**src/rtl/param_acc_cpu.sv**
```systemverilog
`default_nettype none
// ============================================================================
//  Module      : param_acc_cpu
//  Description : Parametrised single-accumulator CPU. Fetches one-word
//                instructions over a shared memory port with a ready-based
//                wait-state handshake and executes LOAD/ADD/SUB/AND/STORE/
//                JMP/JZ/HALT against one accumulator with carry/zero flags.
//  Ports       : clk, rst        - clock, synchronous active-high reset
//                mem_rdata       - memory read data (valid with re & ready)
//                mem_ready       - memory completes current access this cycle
//                mem_addr        - registered memory address
//                mem_wdata       - write data (accumulator)
//                mem_re, mem_we  - registered read / write requests
//                acc, pc         - accumulator and program counter
//                carry, zero     - carry/borrow flag, acc == 0
//                halted          - high while in HALT
//  Revision    : 1.0 - initial release
// ============================================================================
module param_acc_cpu #(
    parameter int DATA_W = 16,
    parameter int ADDR_W = 8
) (
    input  logic              clk,
    input  logic              rst,
    input  logic [DATA_W-1:0] mem_rdata,
    input  logic              mem_ready,
    output logic [ADDR_W-1:0] mem_addr,
    output logic [DATA_W-1:0] mem_wdata,
    output logic              mem_re,
    output logic              mem_we,
    output logic [DATA_W-1:0] acc,
    output logic [ADDR_W-1:0] pc,
    output logic              carry,
    output logic              zero,
    output logic              halted
);

    localparam int OP_W = DATA_W - ADDR_W;

    localparam logic [OP_W-1:0] OP_LOAD  = OP_W'(1);
    localparam logic [OP_W-1:0] OP_ADD   = OP_W'(2);
    localparam logic [OP_W-1:0] OP_STORE = OP_W'(3);
    localparam logic [OP_W-1:0] OP_SUB   = OP_W'(4);
    localparam logic [OP_W-1:0] OP_AND   = OP_W'(5);
    localparam logic [OP_W-1:0] OP_JMP   = OP_W'(6);
    localparam logic [OP_W-1:0] OP_JZ    = OP_W'(7);
    localparam logic [OP_W-1:0] OP_HALT  = {OP_W{1'b1}};

    typedef enum logic [2:0] {
        ST_RESET   = 3'd0,
        ST_FETCH   = 3'd1,
        ST_DECODE  = 3'd2,
        ST_EXEC_RD = 3'd3,
        ST_EXEC_WR = 3'd4,
        ST_HALT    = 3'd5
    } state_t;

    state_t              state, state_next;
    logic [DATA_W-1:0]   ir, ir_next;
    logic [DATA_W-1:0]   acc_next;
    logic [ADDR_W-1:0]   pc_next;
    logic [ADDR_W-1:0]   addr_next;
    logic                carry_next;
    logic                re_next;
    logic                we_next;

    logic [OP_W-1:0]     opcode;
    logic [ADDR_W-1:0]   operand;
    logic [DATA_W:0]     sum;
    logic [DATA_W:0]     diff;

    assign opcode    = ir[DATA_W-1:ADDR_W];
    assign operand   = ir[ADDR_W-1:0];
    // Extra top bit holds carry-out of ADD / borrow of SUB.
    assign sum       = {1'b0, acc} + {1'b0, mem_rdata};
    assign diff      = {1'b0, acc} - {1'b0, mem_rdata};

    assign zero      = (acc == '0);
    assign halted    = (state == ST_HALT);
    assign mem_wdata = acc;

    always_ff @(posedge clk) begin
        if (rst) begin
            state    <= ST_RESET;
            ir       <= '0;
            acc      <= '0;
            pc       <= '0;
            carry    <= 1'b0;
            mem_addr <= '0;
            mem_re   <= 1'b0;
            mem_we   <= 1'b0;
        end else begin
            state    <= state_next;
            ir       <= ir_next;
            acc      <= acc_next;
            pc       <= pc_next;
            carry    <= carry_next;
            mem_addr <= addr_next;
            mem_re   <= re_next;
            mem_we   <= we_next;
        end
    end

    always_comb begin
        state_next = state;
        ir_next    = ir;
        acc_next   = acc;
        pc_next    = pc;
        carry_next = carry;
        addr_next  = mem_addr;
        re_next    = mem_re;
        we_next    = mem_we;

        case (state)
            ST_RESET: begin
                addr_next  = pc;
                re_next    = 1'b1;
                state_next = ST_FETCH;
            end

            ST_FETCH: begin
                if (mem_ready) begin
                    ir_next    = mem_rdata;
                    pc_next    = pc + ADDR_W'(1);
                    re_next    = 1'b0;
                    state_next = ST_DECODE;
                end
            end

            ST_DECODE: begin
                // Default path is NOP: start fetching the next word at once.
                addr_next  = pc;
                re_next    = 1'b1;
                state_next = ST_FETCH;
                case (opcode)
                    OP_LOAD, OP_ADD, OP_SUB, OP_AND: begin
                        addr_next  = operand;
                        state_next = ST_EXEC_RD;
                    end
                    OP_STORE: begin
                        addr_next  = operand;
                        re_next    = 1'b0;
                        we_next    = 1'b1;
                        state_next = ST_EXEC_WR;
                    end
                    OP_JMP: begin
                        pc_next   = operand;
                        addr_next = operand;
                    end
                    OP_JZ: begin
                        if (zero) begin
                            pc_next   = operand;
                            addr_next = operand;
                        end
                    end
                    OP_HALT: begin
                        re_next    = 1'b0;
                        state_next = ST_HALT;
                    end
                    default: ;
                endcase
            end

            ST_EXEC_RD: begin
                if (mem_ready) begin
                    case (opcode)
                        OP_LOAD: acc_next = mem_rdata;
                        OP_ADD:  {carry_next, acc_next} = sum;
                        OP_SUB:  {carry_next, acc_next} = diff;
                        OP_AND:  acc_next = acc & mem_rdata;
                        default: ;
                    endcase
                    // Read ends and the next fetch is issued in the same edge.
                    addr_next  = pc;
                    re_next    = 1'b1;
                    state_next = ST_FETCH;
                end
            end

            ST_EXEC_WR: begin
                if (mem_ready) begin
                    we_next    = 1'b0;
                    addr_next  = pc;
                    re_next    = 1'b1;
                    state_next = ST_FETCH;
                end
            end

            ST_HALT: ;

            default: state_next = ST_RESET;
        endcase
    end

endmodule
`default_nettype wire

```
**config.mk**
```make
export PLATFORM = sky130hd
export DESIGN_NAME = param_acc_cpu
export DESIGN_NICKNAME = d
export VERILOG_FILES = /design/src/rtl/param_acc_cpu.sv
export SDC_FILE = /design/constraint.sdc
export NUM_CORES = 1
export LEC_CHECK = 0
export ABC_CLOCK_PERIOD_IN_PS = 8200
export CORE_MARGIN = 4
export CORE_UTILIZATION = 56
export DETAILED_ROUTE_END_ITERATION = 10
export DONT_BUFFER_PORTS = 1
export GPL_TIMING_DRIVEN = 0
export MAX_ROUTING_LAYER = met4
export PLACE_DENSITY_LB_ADDON = 0.25
export REMOVE_ABC_BUFFERS = 1
export SYNTH_ARGS = -nofsm -noshare
export SYNTH_HDL_FRONTEND = slang
export SYNTH_SLANG_ARGS = --single-unit
```
**constraint.sdc**
```tcl
create_clock -name clk -period 8.2 [get_ports clk]
set_input_delay 1.64 -clock clk [delete_from_list [all_inputs] [get_ports clk]]
set_output_delay 1.64 -clock clk [all_outputs]
set_load 0.01 [all_outputs]
```
==> metrics.txt, run 1 <==
hpwl dp=10,500 um; Placer Congestion=0.980; Initial Util=0.580; final net count=656; VDD IR-drop max=0.0683 mV; WHS Path Cells=2; Cell variety after synth=72; routed via count=4,864; H-tree Lvls=2; Setup-failing EPs final=0; routed len/inst=20.6 um; clk root buf=clkbuf_8; Max-Cap Viols=0; Req. time, crit path=8.41 ns; CP Max Fanout=5; dpl ws=3.97 ns; clk_skew=0.0119 ns; Synth Area per Inst=7.32 sq um; fin worst setup slack=4.24 ns; initial antenna violation count=1; CP cell instances=ha_1 > inv_1 > fa_1 > o21ba_2 > o311ai_0 > a21oi_1 > o31a_1 > o311a_1 > o41ai_1 > a21oi_1; Rows=33; Worst path most repeated cell=a21oi_1; GR Util All Layers=0.290; routing usage on met2=0.457; cts hold-fix bufs=0; Area Overhead vs Synth=-1.57%; hold crit path type=reg2reg; f_max=253 MHz; Area contributors post-synth=dfxtp_1 (23%), ha_1 (8.9%), a21oi_1 (6.6%), nor2_1 (5.1%), nand2_1 (4.5%); PostCTS Resize Cnt=0; final count of hold timing violations=0; startpoint type of the worst setup path=primary input; Reg area=1080 sq um; EDFF count, synth=0; core box area=8260 sq um; largest family of logic cells by synthesized area=compound AO/OA/AOI/OAI gates; port bufs=0; critical path capture point type=register; cell area after synthesis=4790 sq um; Crit path max-delay family=compound AO/OA/AOI/OAI gates; Max Slew Vio Count=0; FILL cells=789; Setup TNS Final=0 ns; Slowest cell on crit path=fa_1; multi-input logic area=3280 sq um; layout cells sized above 1=0.0432; CTS clock-pin slew for the worst setup and hold paths=0.12 ns; Slew headroom=0.186; met1 usage=0.380; min cycle time layout=3.96 ns; grt peak-use layer=met2; Final ANT Viol Nets=0; max incr delay on CP=0.40 ns; top post-synthesis cells by count=nor2_1 (65), a21oi_1 (63), nand2_1 (58); cells after synthesis=654; GRT overflow=0; kind of critical path=in2reg; DRC=0; Die ar.=10,100 sq um; clk buf depth=2; mux cell area share after synthesis=0.0209; largest net degree at the start of global routing=57; area leader, netlist=dfxtp_1; clock sink total=54; CTS tree=yes; RSZ-0062 raised after global routing=no; Synth Flop Type=dfxtp_1; TritonCTS buffer count=5; sequential share of the synthesized area=0.226; die width=100 um; crit path buf inv count=1; DRT Wirelength=14,600 um; Pre-Repair DR Iteration Count=6; post-synthesis adder-cell area fraction=0.0972; clk_lat worst skew=0.32 ns; I/O pins=72; Vias per Instance=6.87; Lkg Pwr=1.78 nW; top cell type's share of synthesized area=0.226; met3 usage=0.0450; Worst Reg-to-Reg Cells=7; Iter 0 DRT Violations=468; Worst Tran Pin Value=1.22 ns; fin crit share=0.483; post-synthesis compound-gate area fraction=0.321; first-pass GRT wire length=23,200 um; number of global-route vias before repair=4,556; Setup Fix Bufs, Post-CTS=0; count leader, synth=nor2_1; Ys Warns=0; FFs w/ async S/R, synth=0; Die Ht=100 um; Synth Area in Simple Gates=0.241; outcome=completed; WP depth=10; Power Density=120 nW/um^2; crit path DAT=4.17 ns; register bit total from synthesis=54; Synth Area in XOR/XNOR=0.00549
cell usage in the layout (no fill, tap or decap), types with 7 or more instances in the layout:
cell      count
nor2b_1       7
nand2b_1     11
nor2_1       65
nor4_1        7
o21ai_0      43
a221oi_1      7
a211oi_1     22
ha_1         34
o22ai_1      10
nand3_1      14
dfxtp_1      54
a21oi_1      63
o31ai_1       9
or3_1         9
nand2_1      58
mux2i_1      10
inv_1        33
nand4_1       7
nor3_1       17
flip-flops by register name (all words and copies together), names as in the netlist:
name	count
state	3
carry	1
pc	8
acc	16
mem_re	1
ir	16
mem_addr	8
mem_we	1
metrics by stage:
stage / area [sq um] / instances / hold slack [ns] / total power (W) / util
3_3_place_gp: 4620 / 699 / 0.452 / 0.000402 / 0.559
6_report: 4710 / 708 / 0.477 / 0.000567 / 0.571
4_1_cts: 4710 / 707 / 0.474 / 0.000566 / 0.571
5_1_grt: 4710 / 708 / 0.502 / 0.000590 / 0.571
2_1_floorplan: 4490 / 594 / 0.438 / 0.000375 / -
3_5_place_dp: 4620 / 699 / 0.459 / 0.000405 / 0.559
routing by layer:
layer | wire length, um | vias up | part of all wire
met5 | 0 | - | 0
met4 | 282 | 0 | 0.019
met3 | 1330 | 22 | 0.091
met2 | 6680 | 247 | 0.46
met1 | 6280 | 2302 | 0.43
li1 | - | 2293 | -
kinds of logic (layout without fill, tap and decap cells):
kind of cell | Yosys count | count (layout)
xor gates and xnor gates | 3 | 3
muxes | 10 | 10
adders and majority gates | 36 | 36
and+or+nand+nor | 226 | 226
other | 0 | 1
DFF | 54 | 54
buffers and inverters | 93 | 41
AOI/OAI and AO/OA | 232 | 232
path summary, 6_finish.rpt:
| check | startpoint | endpoint | slack (ns) |
|---|---|---|---|
| setup reg to reg | ir[8]$_SDFFE_PP0P_ | acc[15]$_SDFFE_PP0P_ | 4.70 |
| hold reg to reg | ir[13]$_SDFFE_PP0P_ | ir[13]$_SDFFE_PP0P_ | 0.48 |
| setup / recovery | mem_rdata[0] | acc[12]$_SDFFE_PP0P_ | 4.24 |
| hold / removal | ir[13]$_SDFFE_PP0P_ | ir[13]$_SDFFE_PP0P_ | 0.48 |
worst min-delay path, stage by stage (launching register included):
cell     delay [ns]
dfxtp_1        0.34
nand2_1        0.06
a21oi_1        0.05
final cells by class:
| type | instances | share of cell area |
|---|---|---|
| diodes | 1 | 0.000531 |
| clock buffers | 5 | 0.0146 |
| clock inverters | 3 | 0.00504 |
| inverters | 33 | 0.0263 |
| multi-input cells | 507 | 0.696 |
| flip-flops and latches | 54 | 0.229 |
| well taps | 105 | 0.0279 |
where the power goes:
group	internal [W]	switching, W
Sequential	0.000272	0.0000168
Combinational	0.0000377	0.0000749
Clock	0.0000616	0.000104
Power figures use the tool's default switching activity.
==> inputs of run 2 (changes only) <==
Settings changed: ABC_CLOCK_PERIOD_IN_PS 8200 to 3500.
Clock period 8.2 ns to 3.5 ns, I/O delays scaled along.
==> run 2 against run 1 <==
Net effect: critical path depth is 3 lower; clock skew up 0.0012 ns; critical endpoint is now acc[15]$_SDFFE_PP0P_; worst hold slack lost 0.035 ns.
==> metrics.txt, run 2 (same netlist as run 1, synthesis figures left out) <==
outcome=completed; port bufs=0; Met3 Wirelength=1380 um; FILL cells=791; met2 WL=6750 um; Iter 0 DRT Violations=487; clock sink total=54; final net count=661; Setup TNS Final=0 ns; Top Registers=acc x16, ir x16; clk buf depth=2; core box area=8260 sq um; Top Layer Used=met4; DRT Wirelength=14,500 um; Placer Congestion=0.980; layout cells sized above 1=0.0511; Die ar.=10,100 sq um; clk_lat worst skew=0.32 ns; kind of critical path=reg2reg; switching pwr=0.000452 W; sw frac=0.340; clk_skew=0.0131 ns; Vias per Instance=6.83; Lkg Pwr=1.81 nW; Non-Filler Instances=713; final count of hold timing violations=0; critical path capture point type=register; GRT overflow=0; dpl cells=699; CTS tree=yes; CP Max Fanout=15; Slew headroom=0.187; TritonCTS buffer count=5; H-tree Lvls=2; clk root buf=clkbuf_8; hpwl dp=10,500 um; largest net degree at the start of global routing=57; commonest cells after routing, fill and taps aside=nor2_1 (65), a21oi_1 (63), nand2_1 (58), dfxtp_1 (54), o21ai_0 (43); power share of the clock group=0.287; routed len/inst=20.3 um; min cycle time layout=3.36 ns; DRC=0; routed via count=4,870; startpoint type of the worst setup path=register; I/O pins=72; f_max=298 MHz; Worst Tran Pin Value=1.22 ns; initial antenna violation count=1; hold crit path type=in2reg; Rows=33; die width=100 um; GR Util All Layers=0.290; Final ANT Viol Nets=0; RSZ-0062 raised after global routing=no; Int Pwr=0.000875 W; Power Density=278 nW/um^2; Initial Util=0.580; Metal-1 WL=6020 um; Pre-Repair DR Iteration Count=6; Hold WS=0.442 ns; Die Ht=100 um; dpl ws=0.124 ns; fin crit share=0.959; first-pass GRT wire length=23,200 um; PostCTS Resize Cnt=0; Max Slew Vio Count=0; combinational share of power=0.203; CTS clock-pin slew for the worst setup and hold paths=0.11 ns; Setup-failing EPs final=0; fin worst setup slack=0.145 ns; Max-Cap Viols=0; Req. time, crit path=3.71 ns; crit path DAT=3.57 ns; number of global-route vias before repair=4,556; share of power burned in registers=0.511; leading cell type in the layout, fill and taps excluded=nor2_1; Area Overhead vs Synth=-0.522%; final design utilization=0.577; VDD IR-drop max=0.153 mV
run 2: critical path: stages, from the launching register on:
cell	delay (ns)
dfxtp_1	0.61
nand2b_1	0.72
nor3_4	0.17
nor2_1	0.95
a311o_1	0.35
and3b_1	0.19
a32oi_1	0.17
o21ai_1	0.08
run 2: through the flow:
step / cell area [sq um] / total power, W
floorplan: 4490 / 0.000879
global placement: 4620 / 0.000941
detailed placement: 4620 / 0.000949
CTS: 4710 / 0.00133
global route: 4760 / 0.00139
finish: 4760 / 0.00133
run 2: power groups by stage:
stage / combinational [W] / sequential (W) / clock, W
after detailed placement: 0.000258 / 0.000691 / 0
after global placement: 0.000251 / 0.000690 / 0
after global routing: 0.000298 / 0.000682 / 0.000409
final: 0.000269 / 0.000678 / 0.000380
after floorplan: 0.000197 / 0.000682 / 0
after CTS: 0.000259 / 0.000677 / 0.000390
run 2: layer usage:
| metal | vias up | GRT usage |
|---|---|---|
| li1 | 2292 | - |
| met1 | 2296 | 0.380 |
| met2 | 249 | 0.457 |
| met3 | 33 | 0.0450 |
| met4 | 0 | 0.0974 |
| met5 | - | - |
run 2: path summary, 6_finish.rpt:
path | from | endpoint | slack, ns | cells after the start
hold reg to reg | ir[13]$_SDFFE_PP0P_ | ir[13]$_SDFFE_PP0P_ | 0.48 | 2
setup reg to reg | ir[9]$_SDFFE_PP0P_ | acc[15]$_SDFFE_PP0P_ | 0.14 | 7
setup / recovery | ir[9]$_SDFFE_PP0P_ | acc[15]$_SDFFE_PP0P_ | 0.14 | 7
hold / removal | rst | acc[10]$_SDFFE_PP0P_ | 0.44 | 1
run 2: cell type report:
type	count	area, sq um	share of cell area
Clock inverter	3	23.8	0.00499
Antenna cell	1	2.50	0.000525
Timing Repair Buffer	5	50.0	0.0105
Clock buffer	5	68.8	0.0144
Inverter	33	124	0.0260
Tap cell	105	131	0.0276
Sequential cell	54	1080	0.227
Multi-Input combinational cell	507	3280	0.689
run 2: what timing repair did:
| action | CTS | global route |
|---|---|---|
| endpoints found under the setup margin | 0 | 1 |
| hold buffers | 0 | 0 |
| buffers inserted | 0 | 5 |
==> inputs of run 3 (changes only) <==
Settings changed: GPL_TIMING_DRIVEN 0 to not set, SKIP_LAST_GASP set to 1.
==> run 3 against run 2 <==
Net effect: via count grew 1.5%; worst hold slack lost 0.016 ns; final cell count grew 0.98%; utilization grew 0.61 points; critical path depth grew 2; global-route usage grew 0.60 points; highest routed layer unchanged; count of clock-buffer cells in the layout is the same; sequential share of layout area shrank 0.24 points; maximum frequency grew 7.4%; sequential power shrank 0.6%.
==> metrics.txt, run 3 (same netlist as run 1, synthesis figures left out) <==
routed len/inst=20.5 um; f_max=320 MHz; Worst Tran Pin Value=1.05 ns; startpoint type of the worst setup path=register; Top Registers=acc x16, ir x16; Max-Cap Viols=0; DRT Wirelength=14,800 um; port bufs=0; CTS clock-pin slew for the worst setup and hold paths=0.12 ns; Post-Place Cell Area=4720 sq um; power share of the clock group=0.294; VDD IR-drop max=0.165 mV; clk buf depth=2; fin crit share=0.892; hold crit path type=in2reg; fin area=4810 sq um; CP Max Fanout=6; Placer Congestion=0.983; largest net degree at the start of global routing=57; RSZ-0062 raised after global routing=no; Int Pwr=0.000885 W; Max Slew Vio Count=0; core box area=8260 sq um; layout cells sized above 1=0.0634; Setup Fix Bufs, Post-CTS=0; Pre-Repair DR Iteration Count=7; clk_skew=0.0107 ns; Setup-failing EPs final=0; routed via count=4,942; clk root buf=clkbuf_8; first-pass GRT wire length=23,400 um; Initial Util=0.580; commonest cells after routing, fill and taps aside=nor2_1 (65), a21oi_1 (63), nand2_1 (58), dfxtp_1 (54), o21ai_0 (43); Area Overhead vs Synth=0.523%; switching pwr=0.000464 W; number of global-route vias before repair=4,535; Die Ht=100 um; TritonCTS buffer count=5; CP cell instances=inv_1 > fa_1 > o21ba_2 > o311ai_0 > a21oi_1 > o31a_1 > o311a_1 > o41ai_1 > a21oi_1; GR Util All Layers=0.296; PostCTS Resize Cnt=0; die width=100 um; CTS tree=yes; outcome=completed; Iter 0 DRT Violations=468; hpwl dp=10,800 um; Req. time, crit path=3.72 ns; I/O pins=72; clk_lat worst skew=0.33 ns; Vias per Instance=6.86; DRC=0; final net count=669; GRT overflow=0; final design utilization=0.583; Worst path most repeated cell=a21oi_1; final count of hold timing violations=0; Final ANT Viol Nets=0; H-tree Lvls=2; critical path capture point type=register; antenna cells=0; Lkg Pwr=1.86 nW; combinational share of power=0.206; max incr delay on CP=0.54 ns; Slew headroom=0.298; Setup TNS Final=0 ns; Power Density=280 nW/um^2; Die ar.=10,100 sq um; clock sink total=54; initial antenna violation count=0; crit path DAT=3.34 ns; leading cell type in the layout, fill and taps excluded=nor2_1; Rows=33; min cycle time layout=3.12 ns; sw frac=0.344; cts hold-fix bufs=0; share of power burned in registers=0.500; Slowest cell on crit path=dfxtp_1; kind of critical path=reg2reg; FILL cells=783
run 3: cell types whose count changed in the layout (fill, tap and decap cells not counted), sizes merged:
cell	before	now
buf	5	13
clkinvlp	2	0
diode	1	0
clkinv	0	2
run 3: layout make-up:
class	instances	area, sq um	share of cell area
Clock buffer	5	68.8	0.0143
Clock inverter	3	28.8	0.00598
Inverter	33	124	0.0257
Multi-Input combinational cell	507	3280	0.682
Sequential cell	54	1080	0.225
Tap cell	105	131	0.0273
Timing Repair Buffer	13	97.6	0.0203
run 3: path summary, 6_finish.rpt:
check	slack (ns)	cells past startpoint	endpoint	from
worst min register to register	0.48	2	ir[13]$_SDFFE_PP0P_	ir[13]$_SDFFE_PP0P_
worst max-delay path	0.38	9	acc[12]$_SDFFE_PP0P_	acc[1]$_SDFFE_PP0P_
worst max register to register	0.38	9	acc[12]$_SDFFE_PP0P_	acc[1]$_SDFFE_PP0P_
worst min-delay path	0.43	1	acc[10]$_SDFFE_PP0P_	rst
run 3: worst max-delay path, delay by kind of cell (launching register included):
family | cells | cell delay [ns]
AOI/OAI and AO/OA | 7 | 1.85
adders and majority gates | 1 | 0.46
buffers and inverters | 1 | 0.17
DFF | 1 | 0.54
run 3: power by group through the flow:
stage	Clock (W)	Combinational (W)	Sequential, W
floorplan	0	0.000197	0.000682
global placement	0	0.000265	0.000687
detailed placement	0	0.000270	0.000689
CTS	0.000401	0.000271	0.000675
global route	0.000423	0.000305	0.000680
finish	0.000397	0.000277	0.000674
run 3: per-layer routing:
metal / wire [um] / track usage / up-vias
met3: 1470 / 0.0512 / 38
met5: 0 / - / -
li1: - / - / 2308
met4: 323 / 0.101 / 0
met1: 6110 / 0.385 / 2305
met2: 6890 / 0.466 / 291
run 3: per-stage QoR:
stage	setup slack, ns	power [W]	hold slack [ns]	cells
after floorplan	0.522	0.000879	0.438	594
after global placement	0.307	0.000952	0.454	712
after detailed placement	0.180	0.000959	0.460	712
after CTS	0.349	0.00135	0.431	720
after global routing	0.232	0.00141	0.427	720
final	0.377	0.00135	0.426	720
